## src/rtl/mc_pkg.sv

```systemverilog
// Shared state, opcode/funct, and ALU encodings for the multi-cycle MIPS-subset core.
package mc_pkg;

    typedef enum logic [2:0] {
        FETCH,
        DECODE,
        EXEC,
        MEM,
        RWB,
        MWB,
        HALT
    } state_t;

    typedef enum logic [1:0] {
        ALU_ADD,
        ALU_SUB,
        ALU_OR,
        ALU_PASSB
    } alu_op_t;

    localparam logic [5:0] OP_RTYPE = 6'h00;
    localparam logic [5:0] OP_J     = 6'h02;
    localparam logic [5:0] OP_JAL   = 6'h03;
    localparam logic [5:0] OP_BEQ   = 6'h04;
    localparam logic [5:0] OP_ORI   = 6'h0D;
    localparam logic [5:0] OP_LUI   = 6'h0F;
    localparam logic [5:0] OP_LW    = 6'h23;
    localparam logic [5:0] OP_SW    = 6'h2B;

    localparam logic [5:0] FN_JR    = 6'h08;
    localparam logic [5:0] FN_ADDU  = 6'h21;
    localparam logic [5:0] FN_SUBU  = 6'h23;

    localparam logic [4:0] REG_RA   = 5'd31;

    function automatic logic [31:0] sext16(input logic [15:0] v);
        return {{16{v[15]}}, v};
    endfunction

endpackage

```

## src/rtl/mc_regfile.sv

```systemverilog
// 32x32 register file: two combinational read ports, one clocked write port, $0 reads as zero.
module mc_regfile
    import mc_pkg::*;
(
    input  logic        clk,
    input  logic        rst,
    input  logic [4:0]  ra_addr,
    input  logic [4:0]  rb_addr,
    output logic [31:0] ra_data,
    output logic [31:0] rb_data,
    input  logic        we,
    input  logic [4:0]  waddr,
    input  logic [31:0] wdata
);

    logic [31:0] regs_q [32];
    logic [31:0] regs_d [32];

    // Writes to $0 are accepted on the port but never stored.
    always_comb begin
        regs_d = regs_q;
        if (we && waddr != 5'd0) begin
            regs_d[waddr] = wdata;
        end
    end

    always_ff @(posedge clk or posedge rst) begin
        if (rst) begin
            for (int i = 0; i < 32; i++) begin
                regs_q[i] <= '0;
            end
        end else begin
            regs_q <= regs_d;
        end
    end

    assign ra_data = (ra_addr == 5'd0) ? 32'h0 : regs_q[ra_addr];
    assign rb_data = (rb_addr == 5'd0) ? 32'h0 : regs_q[rb_addr];

endmodule

```

## src/rtl/mc_datapath.sv

```systemverilog
// Multi-cycle MIPS-subset core with integrated controller and a single ready-handshake memory port.
// Define MC_LINK_EN to implement jal/jr; otherwise they decode as unsupported and halt the core.
module mc_datapath
    import mc_pkg::*;
#(
    parameter logic [31:0] RESET_PC = 32'h0000_3000,
    parameter int          ADDR_W   = 32
) (
    input  logic              clk,
    input  logic              rst,
    output logic              mem_req,
    output logic              mem_we,
    output logic [ADDR_W-1:0] mem_addr,
    output logic [31:0]       mem_wdata,
    input  logic [31:0]       mem_rdata,
    input  logic              mem_ready,
    output logic [31:0]       pc,
    output logic [31:0]       instruction,
    output logic              retire,
    output logic              halt,
    output logic              wb_en,
    output logic [4:0]        wb_addr,
    output logic [31:0]       wb_data
);

    state_t      state_q, state_d;
    logic [31:0] pc_q, pc_d;
    logic [31:0] ir_q, ir_d;
    logic [31:0] a_q, a_d;
    logic [31:0] b_q, b_d;
    logic [31:0] alu_out_q, alu_out_d;
    logic [31:0] mdr_q, mdr_d;

    logic [31:0] rf_a, rf_b;
    logic        req_c, we_c;
    logic [31:0] addr_c;
    alu_op_t     alu_op;
    logic [31:0] alu_a, alu_b, alu_result;

    logic [5:0]  opcode, funct;
    logic [4:0]  rs, rt, rd;
    logic [15:0] imm;
    logic [31:0] imm_sext;
    logic        is_rtype, is_addu, is_subu, is_jr, is_jal, is_j;
    logic        is_ori, is_lui, is_lw, is_sw, is_beq, supported;

    assign opcode   = ir_q[31:26];
    assign rs       = ir_q[25:21];
    assign rt       = ir_q[20:16];
    assign rd       = ir_q[15:11];
    assign funct    = ir_q[5:0];
    assign imm      = ir_q[15:0];
    assign imm_sext = sext16(imm);

    assign is_rtype = (opcode == OP_RTYPE);
    assign is_addu  = is_rtype && (funct == FN_ADDU);
    assign is_subu  = is_rtype && (funct == FN_SUBU);
    assign is_j     = (opcode == OP_J);
    assign is_ori   = (opcode == OP_ORI);
    assign is_lui   = (opcode == OP_LUI);
    assign is_lw    = (opcode == OP_LW);
    assign is_sw    = (opcode == OP_SW);
    assign is_beq   = (opcode == OP_BEQ);
`ifdef MC_LINK_EN
    assign is_jr    = is_rtype && (funct == FN_JR);
    assign is_jal   = (opcode == OP_JAL);
`else
    assign is_jr    = 1'b0;
    assign is_jal   = 1'b0;
`endif
    assign supported = is_addu | is_subu | is_jr | is_j | is_jal | is_ori | is_lui
                     | is_lw | is_sw | is_beq;

    mc_regfile u_regfile (
        .clk     (clk),
        .rst     (rst),
        .ra_addr (rs),
        .rb_addr (rt),
        .ra_data (rf_a),
        .rb_data (rf_b),
        .we      (wb_en),
        .waddr   (wb_addr),
        .wdata   (wb_data)
    );

    // The single ALU computes PC+4 in FETCH and the branch target in DECODE.
    always_comb begin
        alu_op = ALU_ADD;
        alu_a  = pc_q;
        alu_b  = 32'd4;
        if (state_q == DECODE) begin
            alu_b = imm_sext << 2;
        end else if (state_q == EXEC) begin
            alu_a = a_q;
            if (is_subu || is_beq) begin
                alu_op = ALU_SUB;
                alu_b  = b_q;
            end else if (is_addu) begin
                alu_b  = b_q;
            end else if (is_ori) begin
                alu_op = ALU_OR;
                alu_b  = {16'h0, imm};
            end else if (is_lui) begin
                alu_op = ALU_PASSB;
                alu_b  = {imm, 16'h0};
            end else begin
                alu_b  = imm_sext;
            end
        end
        case (alu_op)
            ALU_ADD:   alu_result = alu_a + alu_b;
            ALU_SUB:   alu_result = alu_a - alu_b;
            ALU_OR:    alu_result = alu_a | alu_b;
            default:   alu_result = alu_b;
        endcase
    end

    always_comb begin
        state_d   = state_q;
        pc_d      = pc_q;
        ir_d      = ir_q;
        a_d       = a_q;
        b_d       = b_q;
        alu_out_d = alu_out_q;
        mdr_d     = mdr_q;
        req_c     = 1'b0;
        we_c      = 1'b0;
        addr_c    = pc_q;
        retire    = 1'b0;
        wb_en     = 1'b0;
        wb_addr   = 5'd0;
        wb_data   = 32'h0;
        case (state_q)
            FETCH: begin
                req_c = 1'b1;
                if (mem_ready) begin
                    ir_d    = mem_rdata;
                    pc_d    = alu_result;
                    state_d = DECODE;
                end
            end
            DECODE: begin
                a_d       = rf_a;
                b_d       = rf_b;
                alu_out_d = alu_result;
                if (!supported) begin
                    retire  = 1'b1;
                    state_d = HALT;
                end else if (is_j || is_jal) begin
                    pc_d    = {pc_q[31:28], ir_q[25:0], 2'b00};
                    retire  = 1'b1;
                    state_d = FETCH;
`ifdef MC_LINK_EN
                    if (is_jal) begin
                        wb_en   = 1'b1;
                        wb_addr = REG_RA;
                        wb_data = pc_q;
                    end
`endif
                end else begin
                    state_d = EXEC;
                end
            end
            EXEC: begin
                if (is_beq) begin
                    if (alu_result == 32'h0) begin
                        pc_d = alu_out_q;
                    end
                    retire  = 1'b1;
                    state_d = FETCH;
`ifdef MC_LINK_EN
                end else if (is_jr) begin
                    pc_d    = a_q;
                    retire  = 1'b1;
                    state_d = FETCH;
`endif
                end else if (is_lw || is_sw) begin
                    alu_out_d = alu_result;
                    state_d   = MEM;
                end else begin
                    alu_out_d = alu_result;
                    state_d   = RWB;
                end
            end
            MEM: begin
                req_c  = 1'b1;
                we_c   = is_sw;
                addr_c = alu_out_q;
                if (mem_ready) begin
                    if (is_sw) begin
                        retire  = 1'b1;
                        state_d = FETCH;
                    end else begin
                        mdr_d   = mem_rdata;
                        state_d = MWB;
                    end
                end
            end
            RWB: begin
                wb_en   = 1'b1;
                wb_addr = is_rtype ? rd : rt;
                wb_data = alu_out_q;
                retire  = 1'b1;
                state_d = FETCH;
            end
            MWB: begin
                wb_en   = 1'b1;
                wb_addr = rt;
                wb_data = mdr_q;
                retire  = 1'b1;
                state_d = FETCH;
            end
            default: ;
        endcase
    end

    always_ff @(posedge clk or posedge rst) begin
        if (rst) begin
            state_q   <= FETCH;
            pc_q      <= RESET_PC;
            ir_q      <= '0;
            a_q       <= '0;
            b_q       <= '0;
            alu_out_q <= '0;
            mdr_q     <= '0;
        end else begin
            state_q   <= state_d;
            pc_q      <= pc_d;
            ir_q      <= ir_d;
            a_q       <= a_d;
            b_q       <= b_d;
            alu_out_q <= alu_out_d;
            mdr_q     <= mdr_d;
        end
    end

    // Gating with rst drops the request the instant reset rises, aborting any access in flight.
    assign mem_req     = req_c & ~rst;
    assign mem_we      = we_c & mem_req;
    assign mem_addr    = mem_req ? {addr_c[ADDR_W-1:2], 2'b00} : '0;
    assign mem_wdata   = mem_we ? b_q : 32'h0;
    assign pc          = pc_q;
    assign instruction = ir_q;
    assign halt        = (state_q == HALT);

endmodule
```

## config.mk

```make
export PLATFORM = sky130hd
export DESIGN_NAME = mc_datapath
export DESIGN_NICKNAME = d
export VERILOG_FILES = /design/src/rtl/mc_pkg.sv /design/src/rtl/mc_regfile.sv /design/src/rtl/mc_datapath.sv
export SDC_FILE = /design/constraint.sdc
export NUM_CORES = 2
export LEC_CHECK = 0
export ABC_AREA = 1
export CAP_MARGIN = 20
export CORE_MARGIN = 4
export CORE_UTILIZATION = 25
export DETAILED_ROUTE_END_ITERATION = 7
export PLACE_DENSITY_LB_ADDON = 0.25
export REMOVE_ABC_BUFFERS = 1
export SLEW_MARGIN = 20
export SYNTH_ARGS = -nofsm -noshare
export SYNTH_HDL_FRONTEND = slang
export SYNTH_SLANG_ARGS = --single-unit
export TNS_END_PERCENT = 1
```

## constraint.sdc

```tcl
create_clock -name clk -period 58.4 [get_ports clk]
set_input_delay 11.68 -clock clk [delete_from_list [all_inputs] [get_ports clk]]
set_output_delay 11.68 -clock clk [all_outputs]
set_load 0.005 [all_outputs]
```

==> summary.md <==
| Metric | Value |
|---|---|
| Critical path type | input pin to primary output |
| Routability congestion estimate | 1.02 |
| Die height | around 530 um |
| Multi-input logic area | 0.0323 sq mm |
| Worst endpoint data arrival time | 14.27 ns |
| Largest net degree at the start of global routing | between 150 and 200 |
| Pwr Density | between 20 and 25 mW/mm^2 |
| Deepest clock path buffer count | 3 |
| Most frequent cells in the layout | 2,103 x nand2_1, 2,098 x o21ai_0, 1,207 x dfrtp_1, 836 x nor2_1, 628 x a21oi_1 |
| Top cells by area, synth | dfrtp_1 45%, o21ai_0 16%, nand2_1 12% |
| Worst-path clk slew | ~0.050 ns |
| Critical path peak fanout | between 60 and 70 |
| Commonest non-fill, non-tap cell in the layout | nand2_1 |
| Rel. slew slack | a little under a fifth |
| ANT nets after route | 0 |
| Area grow syn2layout | 15.0% |
| FILL cells | slightly below 30,000 |
| Vias/cell | about 5.5 |
| HP Class | flip-flop to flip-flop |
| Row cnt | between 150 and 200 |
| CP max stage cell | clkdlybuf4s50_1 |
| Final Skew | approximately 0.039 ns |
| Routed len/inst | 27.2 um |
| Total Power | between 1500 and 2000 uW |
| # port buffers | between 200 and 250 |
| CTS root buffer | clkbuf_16 |
| Number of flops mapped to enable cells by yosys | 0 |
| H-tree Lvls | 4 |
| Final Util | about 29% |
| Crit share post-route | around 44% |
| CTS tree | done |
| Hold Fails Final Rpt | 0 |
| Achievable Freq | ~39 MHz |
| # Post-CTS Setup Buffers | 0 |
| Placed cell areas | between 0.07 and 0.08 sq mm |
| Post-route cell area | approximately 0.078 sq mm |
| Req. time, crit path | around 47 ns |
| VDD IR max | 31.2 uV |
| Mapped Cells | ~9,300 |
| Seq cells post-synth | around 1,200 |
| Post-synth top area share | 45.0% |
| Die Area | 0.279 sq mm |
| MaxCap Viol Count | 0 |
| Failing checks | DRC |
| Number of global-route vias before repair | approximately 65,000 |
| Crit path max-delay family | buffers and inverters |
| Worst path max stage delay | between 0.5 and 0.6 ns |
| Via count | 69,339 |
| Worst Path Buf+Inv | 4 |
| Cell repeated most along the worst path | clkdlybuf4s50_1 |
| Number of I/O pins | ~210 |
| CP startpoint kind | input pin |
| Cell Count, Final, Fillers Out | ~13,000 |
| CP Cell Sequence | clkdlybuf4s50_1 > inv_8 > nand2_2 > buf_4 > nor2_1 > clkdlybuf4s50_1 |
| Initial antenna violation count | 16 |
| Post-Syn Area | slightly below 0.07 sq mm |
| Detail Placement HPWL | 211 mm |
| Warning count from the yosys run | 0 |
| Post-synth ARST share | 100% |
| Register area share after synthesis | between 40% and 50% |
| Run status | complete, but fails checks |
| CTS resizes | 0 |
| Clk_lat worst skew | 0.82 ns |
| Initial DRT Pass Iterations | 8 |
| Total global routing overflow | 0 |
| Leak | 0.0327 uW |
| # DRC | 1 |
| Layout Nets | around 9,100 |
| Clock sink total | 1,219 |
| Starting density of the core | about a quarter |
| Core area | 0.269 sq mm |
| Storage element area | between 0.03 and 0.04 sq mm |
| Die width | between 500 and 600 um |
| Syn Area/Cell | about 7.3 sq um |
| Final setup viols | 0 |
| Most used DFF post-synth | dfrtp_1 |
| RSZ-0062 raised after global routing | no |
| Initial DRC count | slightly below 9,000 |
| Cell taking the most area after synthesis | dfrtp_1 |
| Gr usage total | 23.9% |
| Pins Over Slew Limit | 0 |
| First-pass GRT wire length | between 400 and 500 mm |
| Post-synth cell types | 63 |
| Post-Route WL | 344 mm |
| Tmin final | 25.95 ns |
| Cts bufs inserted | 146 |
| Worst slew pin tran | roughly 1.2 ns |
| Critical Path Sink Type | primary output |
| CTS Hold Bufs | 0 |
| # placed instances | between 10,000 and 15,000 |
| Share of layout cells above drive strength 1 | 5.82% |
==> Yosys cell counts, types with 21 or more instances <==
| cell | number |
|---|---|
| buf_1 | 46 |
| clkinv_1 | 27 |
| inv_1 | 507 |
| a211oi_1 | 23 |
| ha_1 | 33 |
| o211ai_1 | 95 |
| nand3_1 | 250 |
| nand2_1 | 2120 |
| a32o_1 | 23 |
| o21ai_1 | 30 |
| a32oi_1 | 33 |
| xor2_1 | 22 |
| a21oi_1 | 628 |
| clkbuf_1 | 718 |
| o221ai_1 | 27 |
| nand4_1 | 28 |
| a221oi_1 | 55 |
| o21ai_0 | 2098 |
| dfrtp_1 | 1217 |
| buf_2 | 21 |
| nor3_1 | 37 |
| o22ai_1 | 220 |
| nor2_1 | 849 |
==> logic make-up after synthesis <==
group	synth area share, %
AND/OR/NAND/NOR	19.5
flip-flops	45.1
buffers and inverters	7.63
adder cells (fa/ha/maj)	0.640
other	0.00555
AO/OA/AOI/OAI	26.6
XOR/XNOR	0.505
==> layer usage <==
metal	routed length, um	vias up	track usage, %
li1	-	30712	-
met1	140000	33957	31.5
met2	151000	3874	36.8
met3	30400	790	4.13
met4	23400	6	14.0
met5	34	-	0
==> registers in the layout (all words and copies together) (netlist names) <==
| name | count |
|---|---|
| u_regfile.regs_q | 1024 |
| instruction | 32 |
| pc | 32 |
| a_q | 32 |
| state_q | 3 |
| mdr_q | 32 |
| alu_out_q | 32 |
| b_q | 32 |
==> report_power, final <==
| part | internal, uW | switching [uW] |
|---|---|---|
| logic | 3.19 | 20.2 |
| registers | 845 | 0 |
| clock network | 570 | 395 |
==> worst paths after layout <==
kind	end	slack [ns]	depth (start not counted)	start
max	mem_wdata[0]	32.45	6	rst
min reg2reg	u_regfile.regs_q[1013]$_DFFE_PP0P_	0.37	0	u_regfile.regs_q[1013]$_DFFE_PP0P_
min	u_regfile.regs_q[1013]$_DFFE_PP0P_	0.37	0	u_regfile.regs_q[1013]$_DFFE_PP0P_
max in group asynchronous	u_regfile.regs_q[673]$_DFFE_PP0P_	42.46	7	rst
max reg2reg	pc[10]$_DFFE_PP0P_	49.92	31	state_q[2]$_DFFE_PP0P_
min in group asynchronous	u_regfile.regs_q[574]$_DFFE_PP0P_	11.38	2	rst
==> through the flow <==
step / setup WS (ns) / hold WS, ns / TNS, ns
5_1_grt: 32.22 / 0.383 / 0
2_1_floorplan: -0.836 / 0.354 / -27.22
3_3_place_gp: 32.37 / 0.365 / 0
6_report: 32.45 / 0.375 / 0
4_1_cts: 32.35 / 0.378 / 0
3_5_place_dp: 32.37 / 0.366 / 0
==> area by class of cell <==
class / instances / area share, %
clock buffer: 219 / 5.61
clock inverter: 44 / 0.785
timing repair buffer: 358 / 4.29
multi-input combinational: 6727 / 41.6
antenna: 9 / 0.0290
sequential: 1219 / 39.3
tap: 3552 / 5.72
inverter: 547 / 2.70
Note: power is estimated with default switching activity, not from simulation.
